`src/rtl/hwpe_stream_downsizer.sv`:
```
// HWPE-Stream width converter: splits each wide push word into RATIO narrow pop beats,
// LSB slice first, optionally skipping slices whose byte strobe is all-zero.
module hwpe_stream_downsizer #(
   parameter int unsigned IN_WIDTH   = 32,
   parameter int unsigned OUT_WIDTH  = 8,
   parameter bit          SKIP_EMPTY = 1'b0
) (
   input  logic                   clk_i,
   input  logic                   rst_i,
   input  logic                   clear_i,
   input  logic [IN_WIDTH-1:0]    push_data_i,
   input  logic [IN_WIDTH/8-1:0]  push_strb_i,
   input  logic                   push_valid_i,
   output logic                   push_ready_o,
   output logic [OUT_WIDTH-1:0]   pop_data_o,
   output logic [OUT_WIDTH/8-1:0] pop_strb_o,
   output logic                   pop_valid_o,
   input  logic                   pop_ready_i,
   output logic                   busy_o
);

   localparam int unsigned RATIO = IN_WIDTH / OUT_WIDTH;
   localparam int unsigned IDX_W = (RATIO > 1) ? $clog2(RATIO) : 1;
   localparam int unsigned ISW   = IN_WIDTH / 8;
   localparam int unsigned OSW   = OUT_WIDTH / 8;

   if (RATIO < 2 || (IN_WIDTH % OUT_WIDTH) != 0 || (OUT_WIDTH % 8) != 0) begin : gen_param_err
      $error("hwpe_stream_downsizer: invalid IN_WIDTH/OUT_WIDTH combination");
   end

   logic [IN_WIDTH-1:0] word_data_q, word_data_d;
   logic [ISW-1:0]      word_strb_q, word_strb_d;
   logic [IDX_W-1:0]    idx_q, idx_d;
   logic                full_q, full_d;

   logic [RATIO-1:0]    nz_cur, nz_new;
   logic                next_found, first_found;
   logic [IDX_W-1:0]    next_idx, first_idx;
   logic                last_beat;
   logic                pop_hs, push_hs;

   // A slice is eligible for emission if skipping is off or its strobe has any bit set.
   always_comb begin
      nz_cur = '0;
      nz_new = '0;
      for (int k = 0; k < int'(RATIO); k++) begin
         nz_cur[k] = SKIP_EMPTY ? |word_strb_q[k*OSW +: OSW] : 1'b1;
         nz_new[k] = SKIP_EMPTY ? |push_strb_i[k*OSW +: OSW] : 1'b1;
      end
   end

   // Priority encoders: downward scan so the lowest qualifying index is the one kept.
   always_comb begin
      next_found  = 1'b0;
      next_idx    = '0;
      first_found = 1'b0;
      first_idx   = '0;
      for (int k = int'(RATIO) - 1; k >= 0; k--) begin
         if (k > int'(idx_q) && nz_cur[k]) begin
            next_found = 1'b1;
            next_idx   = IDX_W'(k);
         end
         if (nz_new[k]) begin
            first_found = 1'b1;
            first_idx   = IDX_W'(k);
         end
      end
   end

   assign last_beat    = ~next_found;
   assign pop_hs       = full_q & pop_ready_i;
   assign push_ready_o = ~full_q | (pop_hs & last_beat);
   assign push_hs      = push_valid_i & push_ready_o;

   always_comb begin
      word_data_d = word_data_q;
      word_strb_d = word_strb_q;
      idx_d       = idx_q;
      full_d      = full_q;
      if (pop_hs) begin
         if (last_beat) begin
            full_d = 1'b0;
            idx_d  = '0;
         end else begin
            idx_d = next_idx;
         end
      end
      // A word with nothing to emit is consumed and the block stays empty.
      if (push_hs) begin
         word_data_d = push_data_i;
         word_strb_d = push_strb_i;
         full_d      = first_found;
         idx_d       = first_found ? first_idx : '0;
      end
   end

   always_ff @(posedge clk_i) begin
      if (rst_i || clear_i) begin
         word_data_q <= '0;
         word_strb_q <= '0;
         idx_q       <= '0;
         full_q      <= 1'b0;
      end else begin
         word_data_q <= word_data_d;
         word_strb_q <= word_strb_d;
         idx_q       <= idx_d;
         full_q      <= full_d;
      end
   end

   assign pop_valid_o = full_q;
   assign pop_data_o  = full_q ? word_data_q[32'(idx_q) * OUT_WIDTH +: OUT_WIDTH] : '0;
   assign pop_strb_o  = full_q ? word_strb_q[32'(idx_q) * OSW +: OSW] : '0;
   assign busy_o      = full_q;

endmodule

```
`config.mk`:
```
export PLATFORM = sky130hd
export DESIGN_NAME = hwpe_stream_downsizer
export DESIGN_NICKNAME = d
export VERILOG_FILES = /design/src/rtl/hwpe_stream_downsizer.sv
export SDC_FILE = /design/constraint.sdc
export NUM_CORES = 1
export LEC_CHECK = 0
export CORE_MARGIN = 1
export CORE_UTILIZATION = 45
export DETAILED_ROUTE_END_ITERATION = 7
export DONT_BUFFER_PORTS = 1
export PLACE_DENSITY = 0.64
export SYNTH_ARGS = -nofsm -noshare
export SYNTH_HDL_FRONTEND = slang
export SYNTH_SLANG_ARGS = --single-unit
```
`constraint.sdc`:
```
create_clock -name clk_i -period 1.9 [get_ports clk_i]
set_clock_uncertainty 0.15 [all_clocks]
set_input_delay 0.285 -clock clk_i [delete_from_list [all_inputs] [get_ports clk_i]]
set_output_delay 0.285 -clock clk_i [all_outputs]
set_load 0.1 [all_outputs]
```
* Word-level counts from Yosys, hierarchy flattened *
Index checks and enable logic that the tools add are counted.

word-level totals
  ROM bits = 0
  word-level logic and storage cells = 32
  bits in latches = 0
  memories = 0
  input port bits = 41
  bits in writable memories = 0
  flip-flop bits (word level) = 39
  output and inout port bits = 12

operators by class
  muxes and demuxes = 12
  equal/unequal tests = 1
  div/mod/pow operators = 0
  reduce and logical (&&, ||, !) cells = 4
  multipliers = 0
  $add $sub $neg = 0
  shifts and indexed selects = 2
  magnitude comparators = 3
  bitwise gates (word level) = 6

operators by type and width
  kind                  count
  $shiftx A32 B6 Y8     1
  $mux W2               4
  $mux W8               1
  $mux W1               7
  $gt A2 B2 Y1 const A  2
  $shiftx A4 B3 Y1      1
  $and A1 B1 Y1         3
  $gt A1 B2 Y1 const A  1
  $ne A2 B1 Y1 const B  1
  $not A1 Y1            2
  $reduce_and A2 Y1     1
  $reduce_bool A2 Y1    1
  $reduce_or A2 Y1      1
  $logic_or A1 B1 Y1    1
  $or A1 B1 Y1          1

* Longest topological paths before layout *
Gate-level depths: netlist (run 1).

  depth after elaboration = 10
  gate-level depth with buffers = 6
  gate-level depth less buffers = 5

* Worst setup path after synthesis (run 1) *
OpenSTA, ideal clock, no wires.

  path type = register to register
  start = register full_q (netlist: busy_o)
  end = register full_q (netlist: busy_o)
  path buffers = 1
  cell stages (with the launch flop) = 4
  data required time = 1.567 ns
  period minus slack after synthesis = 2.553 ns
  setup slack = -0.653 ns
  arrival = 2.220 ns
  setup time = 0.183 ns
  cell sequence = dfxtp_1 -> a21bo_2 -> clkbuf_1 -> a21boi_0

between the ends
  longest elaborated chain between the ends = 6
  elaborated cells between the ends (all ways) = 9
  those cells by class = eq/ne: 1; mux: 1; bitwise: 5; reduce/logical: 2

ends and longest elaborated chain
  what                                                          RTL line  source
  from (decl)                                                   34        logic full_q, full_d;
  from (signal assigned)                                        107       full_q <= full_d;
  $and A1 B1 Y1                                                 71        assign pop_hs = full_q & pop_ready_i;
  $and A1 B1 Y1                                                 72        assign push_ready_o = ~full_q | (pop_hs & last_beat);
  $or A1 B1 Y1 (*)                                              72
  named net push_ready_o                                        14        output logic push_ready_o,
  $and A1 B1 Y1 (*)                                             73        assign push_hs = push_valid_i & push_ready_o;
  $ne A2 B1 Y1 (no line) or $reduce_bool A2 Y1 (tied branches)  n/a
  $reduce_and A2 Y1 (no line)                                   n/a

The timed path passes the listed nets; every way through them passes the cells marked *.
A chain may end at the register's enable or synchronous reset.

* Final worst setup path (run 1) *
  start = register idx_q[0]
  end = output pop_data_o[2]

between the ends
  longest elaborated chain between the ends = 2

ends and longest elaborated chain
  what                    RTL line  source
  from (decl)             33        logic [IDX_W-1:0] idx_q, idx_d;
  from (signal assigned)  106       idx_q <= idx_d;
  $shiftx A32 B6 Y8       112       assign pop_data_o = full_q ? word_data_q[32'(idx_q) * OUT_WIDTH +: OUT_WIDTH] : '0;
  $mux W8                 112
  to (decl)               15        output logic [OUT_WIDTH-1:0] pop_data_o,

No other way between the ends.

==> results of run 1 <==
-- repair_timing --
action,CTS,global route
hold buffers,13,0
buffers inserted,1,1
resized for setup,14,4
setup endpoints to repair,10,10
gates cloned,1,2
endpoints found under the hold margin,12,0
pin swaps,0,1
-- power groups by stage --
stage / clock network [mW] / registers [mW] / logic, mW
6_report: 0.524 / 0.862 / 0.183
5_1_grt: 0.570 / 0.864 / 0.197
4_1_cts: 0.534 / 0.861 / 0.168
3_5_place_dp: 0 / 0.880 / 0.139
3_3_place_gp: 0 / 0.878 / 0.136
2_1_floorplan: 0 / 0.878 / 0.130
-- sequential cells by signal, indices dropped and copies added, names as in the netlist --
register and flops:
busy_o 1, idx_q 2, word_data_q 32, word_strb_q 4
-- area by class of cell --
| class | instances | area (µm²) |
|---|---|---|
| clock buffers | 7 | 76.32 |
| clock inverters | 1 | 5.005 |
| fillers | 356 | 1742 |
| inverters | 3 | 11.26 |
| multi-input cells | 140 | 980.9 |
| flip-flops and latches | 39 | 789.5 |
| well taps | 50 | 62.56 |
| repair buffers | 26 | 332.8 |
-- per-stage QoR --
| step | instance area (µm²) | setup TNS (ps) | cells |
|---|---|---|---|
| 2_1_floorplan | 1881 | 0 | 205 |
| 3_3_place_gp | 1913 | 0 | 240 |
| 3_5_place_dp | 1913 | 0 | 240 |
| 4_1_cts | 2182 | -1023 | 263 |
| 5_1_grt | 2258 | -1232 | 266 |
| 6_report | 2258 | -921.9 | 266 |
-- routing by layer --
metal	vias up	track usage	wire length, µm
met5	-	0	0
met4	0	0.07447	66
met3	9	0.06849	314
met2	51	0.3283	2311
met1	735	0.2716	1929
li1	761	-	-
-- kinds of logic after synthesis --
kind of cell,Yosys count,synth area share
compound gates,39,0.1201
mux,10,0.1134
simple gates,88,0.2542
fa+ha+maj,3,0.02002
flops,39,0.4163
buf+inv,26,0.07605
-- final timing paths --
check	endpoint	slack, ps	cells after the start
max reg2reg	idx_q[0]	70	7
min reg2reg	word_data_q[21]	310	2
max	pop_data_o[2]	-120	3
min	word_data_q[14]	-3	2
-- cells in the mapped netlist (all sizes together) --
master / number / share of area
clkbuf: 10 / 0.020
nand2: 38 / 0.080
nor4: 1 / 0.0033
a21bo: 1 / 0.0053
ha: 3 / 0.020
a2111oi: 1 / 0.015
nor2: 2 / 0.0053
mux4: 9 / 0.11
o21ai: 36 / 0.096
and2: 10 / 0.039
mux2i: 1 / 0.0053
or3: 1 / 0.0060
dfxtp: 39 / 0.42
nand4: 36 / 0.12
buf: 13 / 0.050
a21boi: 1 / 0.0040
inv: 3 / 0.0060
-- cell usage in the layout, fill, tap and decap left out --
master         count
dfxtp_4            2
nor2_4             1
clkbuf_8           5
nor2_1             1
inv_1              3
a21bo_4            1
and2_4             9
dlygate4sd3_1     13
dfxtp_1           36
ha_1               3
o21ai_0           32
o21ai_1            4
nand2_1           37
nand4_1           36
a21boi_0           1
mux4_2             9
nor4_2             1
buf_16             1
mux2i_1            1
clkbuf_1           2
a2111oi_4          1
clkbuf_16          2
and2_1             1
nand2_4            1
or3_4              1
clkinv_2           1
buf_12             4
dfxtp_2            1
buf_4              6
==> metrics, run 1 <==
status=complete, but fails checks; violated checks=hold timing, setup timing; Synth Warn #=0; Layout Utilization=0.5646; Hold WC Path Type=input pin to flip-flop; Startpoint Class=flip-flop; sequential share of the synthesized area=0.4163; first-pass GRT wire length=6844 µm; Syn Inst Count=205; R2R Path Start=idx_q[0]; relative slew slack=0.6402; Core Region=4000 µm²; Peak VDD IR=0.0004336 V; n_diodes=0; final wirelength=4622 µm; final setup vio count=9; layout cells sized above 1=0.2130; Hold Fails Final Rpt=1; RSZ-0062 raised after global routing=yes; Logic pwr share=0.117; Layout area overhead=20.41%; net switching power=0.3933 mW; Post-Place Worst Slack=53.75 ps; Num CTS Buffers=5; Buffers & Inverters on Critical Path=1; initial antenna violation count=0; die area=4430 µm²; Max FO, Critical Path=6; Synth Area per Inst=9.149 µm²; Avg Vias per Cell=5.850; First DRT Iteration DRCs=161; actual slew at the worst max-slew pin=544.2 ps; synthesized area=1876 µm²; CP Capture Type=output pin; nets=259; Die H=66.56 µm; TritonRoute pass-1 iters=4; Total GRT Usage=0.2110; Slowest-stage cell, CP=mux4_2; total power=1.568 mW; post-detail-place hpwl=3006 µm; Final WS setup=-116.1 ps; clock sink count=39; vias in the first global route=1405; # rows=23; CTS tree=done; Critical Path Max Stage Delay=500 ps; Max clock buf depth=2; Seq pwr share=0.550; Port Buffers=0; WS Path Type=flip-flop to output pin; min Tclk post-route=2016 ps; Pwr per Cell Area=694.2 nW/µm²; Max Fclk=0.4960 GHz; internal power=1.175 mW; Worst Path Required=1460 ps; Netlist cell types=24; IO Pins=53; fin. max-slew vios=0; chip width=66.56 µm; Initial Util=0.4689; Fin Hold WS=-2.982 ps; hold path startpoint=push_data_i[14]; total number of H-tree levels=2; clock root cell=clkbuf_8; pin count of the biggest net entering global routing=74; DRC errors left=0; WL/cell=17.38 µm; clk_lat worst skew=280 ps; crit path DAT=1580 ps; Worst-path clk slew=70 ps; switching share of total power=0.2509; Synthesized Nets=249; CP top delay family=multiplexers; P_leak=0.7706 nW; DR vias=1556; Tcrit/Tclk final=1.061; grt ovf=0; CP cell instances=buf_12 -> mux4_2 -> and2_4; routability cong.=0.7434; critical path startpoint=idx_q[0]; total of max-cap violations=0; Final ANT Viol Nets=0; clock power share=0.334; register bit total from synthesis=39
No activity file was read; power rests on OpenSTA's default activity.
==> inputs of run 2 (changes only) <==
- clock period: 1.9 -> 2.5 ns (I/O delays scaled with it)
==> run 2 against run 1 <==
- the run now ends clean
- die area did not move
- clock-buffer cell count rose by 1
- first-iteration DRC count shrank 32%
- critical path depth stayed put
- sequential share of layout area grew 4.5 points
- worst hold slack improved by 68 ps
- register-to-register slack improved by 140 ps
- worst setup slack better by 280 ps
- combinational power down 44%
- utilization is 6.9 points lower
- critical path type unchanged
==> metrics, run 2 (synthesis results as in run 1) <==
status=complete, no violations (was complete, but fails checks); # rows=23 (unchanged); max reg flops=32 (unchanged); hold path startpoint=push_valid_i (was push_data_i[14]); Max Fclk=0.4274 GHz; layout cells sized above 1=0.1869 (was 0.2130); nets=241 (was 259); Post-Place Worst Slack=335.9 ps (was 53.75 ps); Largest regs=word_data_q (32), word_strb_q (4), idx_q (2) (unchanged); Die H=66.56 µm (unchanged); Final ANT Viol Nets=0 (unchanged); routability cong.=0.7098 (was 0.7434); min Tclk post-route=2340 ps; CP top delay family=multiplexers (unchanged); DRC errors left=0 (unchanged); Peak VDD IR=0.0002347 V (was 0.0004336 V); relative slew slack=0.5593 (was 0.6402); CP Capture Type=output pin (unchanged); clk_lat worst skew=290 ps (was 280 ps); crit path DAT=1810 ps (was 1580 ps); First DRT Iteration DRCs=109 (was 161); pin count of the biggest net entering global routing=74 (unchanged); Startpoint Class=flip-flop (unchanged); Slowest-stage cell, CP=mux4_2 (unchanged); Worst-path clk slew=80 ps (was 70 ps); Max FO, Critical Path=11 (was 6); dpl cells=237 (was 240); Avg Vias per Cell=5.903 (was 5.850); IO Pins=53 (unchanged); CP cell instances=buf_4 -> mux4_2 -> and2_2 (was buf_12 -> mux4_2 -> and2_4); chip width=66.56 µm (unchanged); Buffers & Inverters on Critical Path=1 (unchanged); Num CTS Buffers=5 (unchanged); TritonRoute pass-1 iters=6 (was 4); Top reg by flops=word_data_q (unchanged); Pwr per Cell Area=617.8 nW/µm² (was 694.2 nW/µm²); R2R Path Start=idx_q[0] (unchanged); Critical R2R Capture=idx_q[0] (unchanged); CTS tree=done (unchanged); Layout area overhead=5.670% (was 20.41%); n_diodes=0 (unchanged); actual slew at the worst max-slew pin=661.1 ps (was 544.2 ps); commonest non-fill, non-tap cell in the layout=dfxtp_1 (was nand2_1); total number of H-tree levels=2 (unchanged); P_leak=0.6547 nW (was 0.7706 nW); DR vias=1464 (was 1556); vias in the first global route=1417 (was 1405); Hold Crit Depth=2 (unchanged); number of cells on the worst reg-to-reg path=7 (unchanged); Hold Fails Final Rpt=0 (was 1); Tcrit/Tclk final=0.9360; clock root cell=clkbuf_8 (unchanged); clock sink count=39 (unchanged); Core Region=4000 µm² (unchanged); final setup vio count=0 (was 9); commonest cells after routing, fill and taps aside=dfxtp_1 (38), nand2_1 (37), nand4_1 (36) (was nand2_1 (37), nand4_1 (36), dfxtp_1 (36)); WL/cell=17.13 µm (was 17.38 µm); fin. max-slew vios=0 (unchanged); non-filler cells in the finished layout=248 (was 266); Worst Path Required=1980 ps (was 1460 ps); Total GRT Usage=0.2057 (was 0.2110); die area=4430 µm² (unchanged); Hold WC Path Type=input pin to flip-flop (unchanged); Initial Util=0.4689 (unchanged); WS Path Type=flip-flop to output pin (unchanged); RSZ-0062 raised after global routing=no (was yes); Port Buffers=0 (unchanged); first-pass GRT wire length=6693 µm (was 6844 µm); hold endpoint=busy_o (was word_data_q[14]); total of max-cap violations=0 (unchanged); Critical Path Max Stage Delay=520 ps (was 500 ps); initial antenna violation count=0 (unchanged); R2R Setup Slk=210 ps (was 70 ps); Final WS setup=160.1 ps (was -116.1 ps); sum of negative setup slack=0 ps (was -921.9 ps); final wirelength=4247 µm (was 4622 µm); grt ovf=0 (unchanged); Fin Hold WS=65.05 ps (was -2.982 ps); Max clock buf depth=2 (unchanged); post-detail-place hpwl=2730 µm (was 3006 µm)
[run 2: cell count changes in the layout (fill, tap and decap cells not counted), sizes merged]
| cell | before | now |
|---|---|---|
| dlygate4sd3 | 13 | 3 |
| clkinv | 1 | 0 |
| buf | 11 | 5 |
| clkbuf | 9 | 8 |
[run 2: worst max-delay path by stage]
stage | startpoint | endpoint | cells after the start
global route | idx_q[0] | pop_data_o[4] | 3
floorplan | busy_o | word_data_q[14] | 4
CTS | idx_q[0] | idx_q[0] | 5
detailed placement | idx_q[0] | word_strb_q[3] | 4
global placement | idx_q[0] | word_data_q[12] | 4
finish | idx_q[0] | pop_data_o[4] | 3
[run 2: area by class of cell]
class / instances / area, µm²
well taps: 50 / 62.56
repair buffers: 8 / 67.56
multi-input cells: 140 / 958.4
fillers: 375 / 2018
flip-flops and latches: 39 / 782.0
inverters: 3 / 11.26
clock buffers: 8 / 100.1
[run 2: metrics by stage]
step	power (mW)	utilization	instance area, µm²
finish	1.225	0.4955	1982
floorplan	0.7668	-	1877
detailed placement	0.7669	0.4626	1851
global route	1.265	0.4955	1982
CTS	1.230	0.4952	1981
global placement	0.7634	0.4626	1851
[run 2: power by group]
part / total, mW / internal [mW] / switching [mW] / leakage, nW
Combinational: 0.102 / 0.0283 / 0.0734 / 0.286
Sequential: 0.654 / 0.641 / 0.0132 / 0.318
Clock: 0.468 / 0.252 / 0.217 / 0.0515
[run 2: repair_timing]
item                                   CTS  global route
setup buffers                            0             0
hold buffers                             3             0
gates resized for setup                  0             1
endpoints found under the hold margin    2             0
setup endpoints to repair                0             1
[run 2: layer usage]
metal | global-route usage | wire length (µm)
met5 | 0 | 0
met4 | 0.09840 | 40
met3 | 0.06849 | 270
met2 | 0.2942 | 2007
met1 | 0.2758 | 1929
